### config.mk
export PLATFORM = sky130hd
export DESIGN_NAME = cint_xpt_sequencer
export DESIGN_NICKNAME = d
export VERILOG_FILES = /design/src/rtl/cint_xpt_sequencer.sv
export SDC_FILE = /design/constraint.sdc
export NUM_CORES = 1
export LEC_CHECK = 0
export CORE_MARGIN = 4
export CORE_UTILIZATION = 40
export DETAILED_ROUTE_END_ITERATION = 10
export DONT_BUFFER_PORTS = 1
export GPL_TIMING_DRIVEN = 0
export PLACE_DENSITY_LB_ADDON = 0.25
export SETUP_SLACK_MARGIN = 0.1
export SYNTH_ARGS = -nofsm -noshare
export SYNTH_HDL_FRONTEND = slang
export SYNTH_SLANG_ARGS = --single-unit
export TNS_END_PERCENT = 30
### constraint.sdc
create_clock -name CLK -period 1.4 [get_ports CLK]
set_input_delay 0.14 -clock CLK [delete_from_list [all_inputs] [get_ports CLK]]
set_output_delay 0.14 -clock CLK [all_outputs]
set_load 0.03 [all_outputs]
### src/rtl/cint_xpt_sequencer.sv
// cint_xpt_sequencer: microstep counter XPT/notXPT with interrupt-entry (CINT), IE, CM1 and sticky overflow flags
//   Inputs : CLK, notRESET (async active-low), notWAIT (low = stall), INT_REQ,
//            PR_Reset_XPT, P2_Reset_CINT, P2_Set_CM1, P2_Reset_CM1, P2_Set_IE, P2_Reset_IE
//   Outputs: XPT[4:0], notXPT[4:0], notCINT0_CALL, CM1, IE, XPT_OVF (all registered)
//   Option : define CINT_SYNC_EN to pass INT_REQ through a 2-flop synchroniser
module cint_xpt_sequencer (
  input  logic       CLK,
  input  logic       notRESET,
  input  logic       notWAIT,
  input  logic       INT_REQ,
  input  logic       PR_Reset_XPT,
  input  logic       P2_Reset_CINT,
  input  logic       P2_Set_CM1,
  input  logic       P2_Reset_CM1,
  input  logic       P2_Set_IE,
  input  logic       P2_Reset_IE,
  output logic [4:0] XPT,
  output logic [4:0] notXPT,
  output logic       notCINT0_CALL,
  output logic       CM1,
  output logic       IE,
  output logic       XPT_OVF
);
  logic [4:0] xpt_q, xpt_d, nxpt_q;
  logic       ncint_q, ncint_d, cm1_q, cm1_d, ie_q, ie_d, ovf_q, ovf_d;
  logic       int_s, entry;
`ifdef CINT_SYNC_EN
  // The synchroniser samples every cycle, stall or not, so request latency stays fixed.
  logic [1:0] sync_q;
  always_ff @(posedge CLK or negedge notRESET)
    if (!notRESET) sync_q <= 2'b00;
    else           sync_q <= {sync_q[0], INT_REQ};
  assign int_s = sync_q[1];
`else
  assign int_s = INT_REQ;
`endif
  // Entry only at an instruction boundary; a simultaneous CINT clear suppresses it.
  assign entry = PR_Reset_XPT & int_s & ie_q & ~P2_Reset_CINT;
  always_comb begin
    xpt_d   = xpt_q;
    ovf_d   = ovf_q;
    ncint_d = ncint_q;
    ie_d    = ie_q;
    cm1_d   = cm1_q;
    if (notWAIT) begin
      xpt_d   = PR_Reset_XPT ? 5'd0 : xpt_q + 5'd1;
      ovf_d   = ovf_q | (~PR_Reset_XPT & (xpt_q == 5'd31));
      ncint_d = P2_Reset_CINT ? 1'b1 : entry ? 1'b0 : ncint_q;
      ie_d    = (P2_Reset_IE | entry) ? 1'b0 : P2_Set_IE ? 1'b1 : ie_q;
      cm1_d   = P2_Reset_CM1 ? 1'b0 : P2_Set_CM1 ? 1'b1 : cm1_q;
    end
  end
  always_ff @(posedge CLK or negedge notRESET)
    if (!notRESET) begin
      xpt_q   <= 5'd0;
      nxpt_q  <= 5'h1f;
      ncint_q <= 1'b1;
      cm1_q   <= 1'b0;
      ie_q    <= 1'b0;
      ovf_q   <= 1'b0;
    end else begin
      xpt_q   <= xpt_d;
      nxpt_q  <= ~xpt_d;
      ncint_q <= ncint_d;
      cm1_q   <= cm1_d;
      ie_q    <= ie_d;
      ovf_q   <= ovf_d;
    end
  assign XPT           = xpt_q;
  assign notXPT        = nxpt_q;
  assign notCINT0_CALL = ncint_q;
  assign CM1           = cm1_q;
  assign IE            = ie_q;
  assign XPT_OVF       = ovf_q;
endmodule

==> results of run 1 <==
-- power by group through the flow --
stage               logic, uW  clock network, uW  registers [uW]
finish                   74.8                287             539
global placement         55.1                  0             545
detailed placement       59.3                  0             546
floorplan                50.3                  0             538
global route             85.4                310             542
CTS                      76.2                295             539
-- metrics by stage --
stage | power, uW | hold WS [ns] | worst slack [ns] | std cells | instance area (um2)
global route | 937 | 0.00387 | 0.0208 | 72 | 716
finish | 901 | 0.0107 | 0.0462 | 72 | 716
floorplan | 588 | -0.156 | 0.0885 | 49 | 619
CTS | 910 | 0.00638 | 0.0506 | 72 | 714
global placement | 601 | -0.155 | 0.0606 | 64 | 638
detailed placement | 606 | -0.155 | 0.0439 | 64 | 638
-- per-layer routing --
metal / routed length, um / vias to the layer above / track usage [%]
met1: 498 / 200 / 13.5
met5: 0 / - / 0
met2: 542 / 15 / 19.0
met4: 0 / 0 / 5.11
li1: - / 190 / -
met3: 86 / 0 / 3.52
-- layout by cell type, fill, tap and decap left out --
cell           instances
ha_4                   2
a21o_1                 1
buf_6                  1
dlygate4sd3_1          3
nand2_2                2
nor2_1                 1
clkbuf_8               1
nand2_1                3
mux2_2                 1
nand2b_1               1
o21ai_1                3
and2b_2                1
clkbuf_4               3
dfrtp_1                5
nand3_1                1
nand4_1                2
a31o_1                 1
a21oi_1                3
buf_4                  1
nor3_1                 1
and3_4                 1
inv_2                  1
dfrtp_2                3
a22o_1                 1
o21a_1                 3
o21ai_0                1
dfstp_2                6
a211oi_2               1
inv_1                  2
a31oi_1                1
-- worst max-delay path by stage --
stage | cells past startpoint | end
detailed placement | 5 | notXPT[4]
global route | 5 | notXPT[4]
floorplan | 5 | notXPT[4]
global placement | 5 | notXPT[4]
CTS | 5 | notXPT[4]
finish | 5 | notXPT[4]
-- cell families after synthesis --
logic type               Yosys count  synth area share (%)
flip-flops                        14                  61.0
multiplexers                       1                  1.92
AO/OA/AOI/OAI                     15                  17.3
adder cells (fa/ha/maj)            2                  4.26
AND/OR/NAND/NOR                   13                  11.7
buffers and inverters              4                  3.84
-- worst max-delay path, delay by kind of cell, from the launching register on --
family | cells | cell delay [ns]
and+or+nand+nor | 2 | 0.22
AOI/OAI and AO/OA | 1 | 0.10
DFF | 1 | 0.52
adders and majority gates | 2 | 0.45
-- timing repair --
action,in CTS,in global routing
gates resized for setup,1,1
endpoints found under the setup margin,2,4
endpoints found under the hold margin,16,0
setup buffers,1,0
pin swaps,2,1
hold buffers,3,0
-- layout make-up --
cell class | count | area (um2)
fill | 111 | 618
sequential | 14 | 362
clock buffer | 4 | 36.3
inverter | 3 | 11.3
tap | 15 | 18.8
multi-input combinational | 31 | 239
timing repair buffer | 4 | 37.5
buffer | 1 | 11.3
==> flow_metrics.py, run 1 <==
metrics = {
    "outcome": {
        "status": "complete, no violations",
    },
    "pwr": {
        "switchingPower_uw": 259,
        "combPwrFrac_pct": 8.3,
        "ir_drop_mv": 0.629,
        "powerDensity_nw_per_um2": 1260,
        "pwr-share-clk_pct": 31.9,
        "p_seq_share_pct": 59.8,
        "p_leak_uw": 0.000297,
        "cellInternalPower_uw": 642,
        "p_sw_share_pct": 28.7,
    },
    "clocking": {
        "cts_buffers": 3,
        "path_clk_slew_ns": 0.09,
        "clock_latency_ns": 0.27,
        "clock-sinks": 14,
        "cts_tree": "done",
        "htreeDepth": 1,
        "ctsLongestPathBuffers": 2,
        "cts_root_buffer": "clkbuf_4",
    },
    "synth": {
        "synth_top_area_cell": "dfrtp_1",
        "synth_area_um2": 587,
        "synth_top_area_share_pct": 34.1,
        "yosysMostFrequentCell": "dfrtp_1",
        "synth_edf_count": 0,
        "postSynthRegisterBits": 14,
        "avgSynthCellArea_um2": 12.0,
        "syn_nets": 61,
        "synth_warnings": 0,
        "ys_seq_area_share_pct": 61.0,
        "netlist_top_cells_area": "dfrtp_1, dfstp_2, ha_1",
        "synthFlopType": "dfrtp_1",
        "ys_types": 25,
        "syn_inst": 49,
        "synth-async-reset-ratio_pct": 100,
        "synth_common_cells": "dfrtp_1, dfstp_2, nand2_1, a21oi_1, o21a_1",
    },
    "hold_path": {
        "hold_path_startpoint": "P2_Reset_CINT",
        "hold_class": "input port to register",
        "whs_endpoint": "notCINT0_CALL",
        "min_path_cells": 1,
    },
    "critical_path": {
        "worstPathRequired_ns": 1.61,
        "r2r_end": "notXPT[4]",
        "crit_path_max_fanout": 5,
        "path_class": "register to register",
        "arrival_ns": 1.56,
        "cp_common_cell": "ha_4",
        "path_cells": "ha_4 -> and3_4 -> ha_4 -> nand2_2 -> o21a_1",
        "startpoint_type": "register",
        "reg2reg_from": "XPT[1]",
        "r2r_cells": 5,
        "reg2reg_setup_slack_ns": 0.05,
        "critPathSlowestCell": "dfrtp_2",
        "slowest_delay_ns": 0.52,
        "end_kind": "register",
        "crit_start": "XPT[1]",
    },
    "sta": {
        "min_period_ns": 1.35,
        "rsz0062_at_grt": "true",
        "finalHoldViolCount": 0,
        "final.setup.tns_ns": 0,
        "post-route-period-util_pct": 96.7,
        "max_slew_margin_pct": 59.8,
        "clock_skew_ns": 0.00132,
        "fmax_ghz": 0.739,
        "tightestPinTransition_ns": 0.601,
        "setup_viol": 0,
        "drv_slew": 0,
    },
    "floorplanning": {
        "design.core.area_um2": 1330,
        "row_count": 13,
        "start_util_pct": 44.0,
        "die-area_um2": 2140,
        "die_x_um": 46.3,
        "boundaryPins": 24,
        "die_y_um": 46.3,
    },
    "run": {
        "maxCapViolations": 0,
    },
    "drt": {
        "first_pass_iters": 1,
        "totalWireLength_mm": 1.13,
        "drtIter0Drc": 0,
        "drc": 0,
        "wl_per_cell_um": 15.7,
        "antenna_left": 0,
        "via_count": 405,
        "vias_per_cell": 5.63,
    },
    "grt": {
        "antenna_found_initial": 0,
        "gr-total-overflow": 0,
        "grtUsageTotal_pct": 11.5,
        "first_global_vias": 399,
        "grt_max_degree": 15,
        "grt_pass1_wl_mm": 1.71,
    },
    "placed_design": {
        "port_buffers": 0,
        "place_congestion": 0.738,
    },
    "final_layout": {
        "drive_gt1_share_pct": 42.1,
        "fin_util_pct": 53.7,
        "finalNetCount": 70,
        "diodes": 0,
        "syn_to_final_growth_pct": 22.0,
    },
}
(Power assumes the default switching activity.)
==> run 2: changes to the inputs <==
Clock period 1.4 ns to 1.7 ns, I/O delays scaled along.
==> flow_metrics.py, run 2 (synthesis results as in run 1) <==
metrics = {
    "drt": {
        "drc": 0,
        "antenna_left": 0,
        "wl_per_cell_um": 14.6,
        "vias_per_cell": 5.68,
        "first_pass_iters": 2,
        "totalWireLength_mm": 1.04,
        "drtIter0Drc": 3,
        "via_count": 403,
    },
    "placed_design": {
        "port_buffers": 0,
        "placed_area_um2": 606,
        "dp_hpwl_um": 762,
        "place_congestion": 0.704,
        "numPlacedInstances": 64,
    },
    "clocking": {
        "cts_root_buffer": "clkbuf_4",
        "cts_setup_buffers": 0,
        "clock-sinks": 14,
        "path_clk_slew_ns": 0.08,
        "htreeDepth": 1,
        "cts_tree": "done",
        "cts_buffers": 3,
        "clock_latency_ns": 0.27,
        "ctsLongestPathBuffers": 2,
    },
    "grt": {
        "grt_pass1_wl_mm": 1.64,
        "antenna_found_initial": 0,
        "first_global_vias": 392,
        "grt_max_degree": 15,
        "grtUsageTotal_pct": 11.4,
        "gr-total-overflow": 0,
    },
    "critical_path": {
        "cp_common_cell": "ha_1",
        "slowest_delay_ns": 0.50,
        "reg2reg_from": "XPT[0]",
        "crit_path_max_fanout": 5,
        "worstPathRequired_ns": 1.86,
        "crit_start": "XPT[0]",
        "arrival_ns": 1.63,
        "path_cells": "ha_1 -> and3_1 -> ha_1 -> nand2_1 -> o21ai_0",
        "end_kind": "register",
        "startpoint_type": "register",
        "path_class": "register to register",
        "critPathSlowestCell": "dfrtp_2",
    },
    "outcome": {
        "status": "complete, no violations",
    },
    "sta": {
        "drv_slew": 0,
        "final.setup.tns_ns": 0,
        "rsz0062_at_grt": "false",
        "finalHoldViolCount": 0,
        "fmax_ghz": 0.684,
        "tightestPinTransition_ns": 0.605,
        "post-route-period-util_pct": 86.1,
        "setup_viol": 0,
        "clock_skew_ns": 0.00622,
        "min_period_ns": 1.46,
        "max_slew_margin_pct": 59.5,
        "hold_ws_ns": 0.0440,
    },
    "final_layout": {
        "final_cell_mix": "dfrtp_1, dfstp_2, nand2_1",
        "diodes": 0,
        "finalNetCount": 69,
        "drive_gt1_share_pct": 30.4,
        "final_area_um2": 664,
        "syn_to_final_growth_pct": 13.2,
        "final_cells": 71,
        "fin_util_pct": 49.8,
        "nFillCells": 124,
    },
    "floorplanning": {
        "die-area_um2": 2140,
        "die_x_um": 46.3,
        "design.core.area_um2": 1330,
        "die_y_um": 46.3,
        "boundaryPins": 24,
        "row_count": 13,
        "start_util_pct": 44.0,
    },
    "hold_path": {
        "hold_path_startpoint": "P2_Reset_CINT",
        "hold_class": "input port to register",
    },
    "pwr": {
        "p_leak_uw": 0.000293,
        "powerDensity_nw_per_um2": 1030,
        "ir_drop_mv": 0.453,
    },
    "run": {
        "maxCapViolations": 0,
    },
}
## run 2: changes by cell type in the layout (fill, tap and decap cells not counted), sizes merged
cell / before / now
buf: 2 / 1
## run 2: metal layers
metal,track usage [%],vias to the layer above,wire [um]
met2,17.3,20,500
met4,8.52,0,9
met1,11.5,193,423
li1,-,188,-
met3,6.25,2,105
met5,0,-,0
## run 2: what timing repair did
action,in CTS,in global routing
hold endpoints to repair,16,0
endpoints found under the setup margin,0,1
resized for setup,0,2
hold buffers,3,0
## run 2: through the flow
step	setup WS [ns]	total power, uW
CTS	0.145	696
global placement	0.170	488
global route	0.159	726
detailed placement	0.149	490
floorplan	0.234	478
finish	0.237	685
## run 2: critical path: cells and delay by family (launching register included)
family                     cells  cell delay, ns
AOI/OAI and AO/OA              1            0.08
adders and majority gates      2            0.53
DFF                            1            0.50
and+or+nand+nor                2            0.25
## run 2: where the power goes
part	leakage [uW]	internal (uW)	switching [uW]	total [uW]
clock network	0.0000150	90.9	100	191
registers	0.000166	367	71.6	439
logic	0.000112	27.1	28.2	55.2
total	0.000293	485	200	685
## run 2: layout make-up
class | instances | area, um2 | share of cell area [%]
buffer | 1 | 11.3 | 1.69
clock buffer | 4 | 26.3 | 3.95
inverter | 3 | 11.3 | 1.69
multi-input combinational | 31 | 206 | 31.1
sequential | 14 | 360 | 54.2
tap | 15 | 18.8 | 2.82
timing repair buffer | 3 | 30.0 | 4.52
## run 2: worst paths after layout
kind / end / slack [ns] / cells past startpoint
setup / recovery: register / 0.24 / 5
hold / removal: notCINT0_CALL / 0.04 / 1
setup reg to reg: register / 0.24 / 5
hold reg to reg: notCINT0_CALL / 0.62 / 1
max in group asynchronous: XPT[0] / 0.93 / 1
min in group asynchronous: async pin / 0.34 / 1
==> run 3: changes to the inputs <==
Settings changed: PLACE_DENSITY set to 0.59, PLACE_DENSITY_LB_ADDON 0.25 to not set.
==> flow_metrics.py, run 3 (synthesis results as in run 1) <==
metrics = {
    "floorplanning": {
        "design.core.area_um2": 1330,
        "die-area_um2": 2140,
        "die_x_um": 46.3,
        "row_count": 13,
        "boundaryPins": 24,
        "die_y_um": 46.3,
        "start_util_pct": 44.0,
    },
    "clocking": {
        "clock_latency_ns": 0.27,
        "cts_root_buffer": "clkbuf_4",
        "clock-sinks": 14,
        "cts_tree": "done",
        "path_clk_slew_ns": 0.08,
        "cts_buffers": 3,
        "cts_setup_buffers": 0,
        "htreeDepth": 1,
        "ctsLongestPathBuffers": 2,
    },
    "drt": {
        "totalWireLength_mm": 1.08,
        "drtIter0Drc": 2,
        "wl_per_cell_um": 15.2,
        "drc": 0,
        "antenna_left": 0,
        "first_pass_iters": 3,
        "via_count": 409,
        "vias_per_cell": 5.76,
    },
    "sta": {
        "drv_slew": 0,
        "clock_skew_ns": 0.00637,
        "fmax_ghz": 0.668,
        "final.setup.tns_ns": 0,
        "rsz0062_at_grt": "false",
        "min_period_ns": 1.50,
        "tightestPinTransition_ns": 0.599,
        "finalHoldViolCount": 0,
        "setup_viol": 0,
        "post-route-period-util_pct": 88.0,
        "max_slew_margin_pct": 59.9,
    },
    "placed_design": {
        "dp_hpwl_um": 868,
        "place_congestion": 0.788,
        "port_buffers": 0,
    },
    "pwr": {
        "switchingPower_uw": 202,
        "p_sw_share_pct": 27.8,
        "powerDensity_nw_per_um2": 1080,
        "p_seq_share_pct": 60.6,
        "combPwrFrac_pct": 7.8,
        "ir_drop_mv": 0.458,
        "total_power_uw": 727,
        "p_leak_uw": 0.000299,
        "pwr-share-clk_pct": 31.6,
        "cellInternalPower_uw": 525,
    },
    "critical_path": {
        "crit_path_max_fanout": 5,
        "path_class": "register to register",
        "reg2reg_setup_slack_ns": 0.20,
        "end_kind": "register",
        "arrival_ns": 1.65,
        "worstPathRequired_ns": 1.86,
        "startpoint_type": "register",
    },
    "grt": {
        "antenna_found_initial": 0,
        "grt_pass1_wl_mm": 1.87,
        "grtUsageTotal_pct": 12.5,
        "gr-total-overflow": 0,
        "first_global_vias": 419,
        "grt_max_degree": 15,
    },
    "final_layout": {
        "drive_gt1_share_pct": 32.1,
        "nFillCells": 132,
        "diodes": 0,
        "syn_to_final_growth_pct": 14.9,
        "finalNetCount": 69,
        "fin_util_pct": 50.6,
        "final_cell_mix": "dfrtp_1, dfstp_2, nand2_1",
    },
    "run": {
        "maxCapViolations": 0,
    },
    "outcome": {
        "status": "complete, no violations",
    },
    "hold_path": {
        "hold_class": "input port to register",
    },
}
run 3: through the flow:
stage	setup WS, ns	instances	area (um2)	hold slack, ns
global placement	0.180	64	606	-0.125
finish	0.204	71	674	0.0361
CTS	0.113	71	672	0.0379
detailed placement	0.123	64	606	-0.125
global route	0.161	71	674	0.0317
floorplan	0.234	49	587	-0.126
run 3: critical path, stage by stage, from the launching register on:
cell and delay, ns:
dfrtp_2 0.51, ha_1 0.27, and3_1 0.18, ha_1 0.26, nand2_1 0.08, o21ai_0 0.09
run 3: power groups by stage:
stage               Combinational (uW)  Clock [uW]  Sequential, uW
floorplan                         39.0           0             439
CTS                               58.1         237             440
global route                      66.2         260             446
detailed placement                45.8           0             447
finish                            56.7         230             441
global placement                  43.4           0             445
run 3: what timing repair did:
item,4_1_cts,5_1_grt
setup endpoints to repair,0,2
hold buffers,3,0
hold endpoints to repair,16,0
gates resized for setup,0,2
run 3: layer usage:
layer | routed length [um] | track usage (%) | share of wire (%) | vias to the layer above
met1 | 391 | 14.1 | 36 | 197
li1 | - | - | - | 188
met2 | 551 | 20.1 | 51 | 22
met5 | 0 | 0 | 0 | -
met4 | 10 | 5.11 | 0.93 | 0
met3 | 128 | 5.86 | 12 | 2
run 3: path summary, 6_finish.rpt:
path | endpoint | cells past startpoint | startpoint
max | register | 5 | XPT[0]
min | notXPT[3] | 2 | PR_Reset_XPT
max reg2reg | register | 5 | XPT[0]
min reg2reg | notCINT0_CALL | 1 | notCINT0_CALL
max in group asynchronous | XPT[1] | 1 | notRESET
min in group asynchronous | async pin | 1 | notRESET
run 3: layout make-up:
type                            count  area (um2)  area share [%]
Inverter                            3        11.3            1.67
Buffer                              1        11.3            1.67
Sequential cell                    14         360            53.4
Multi-Input combinational cell     31         206            30.6
Clock buffer                        4        36.3            5.38
Tap cell                           15        18.8            2.78
Timing Repair Buffer                3        30.0            4.45
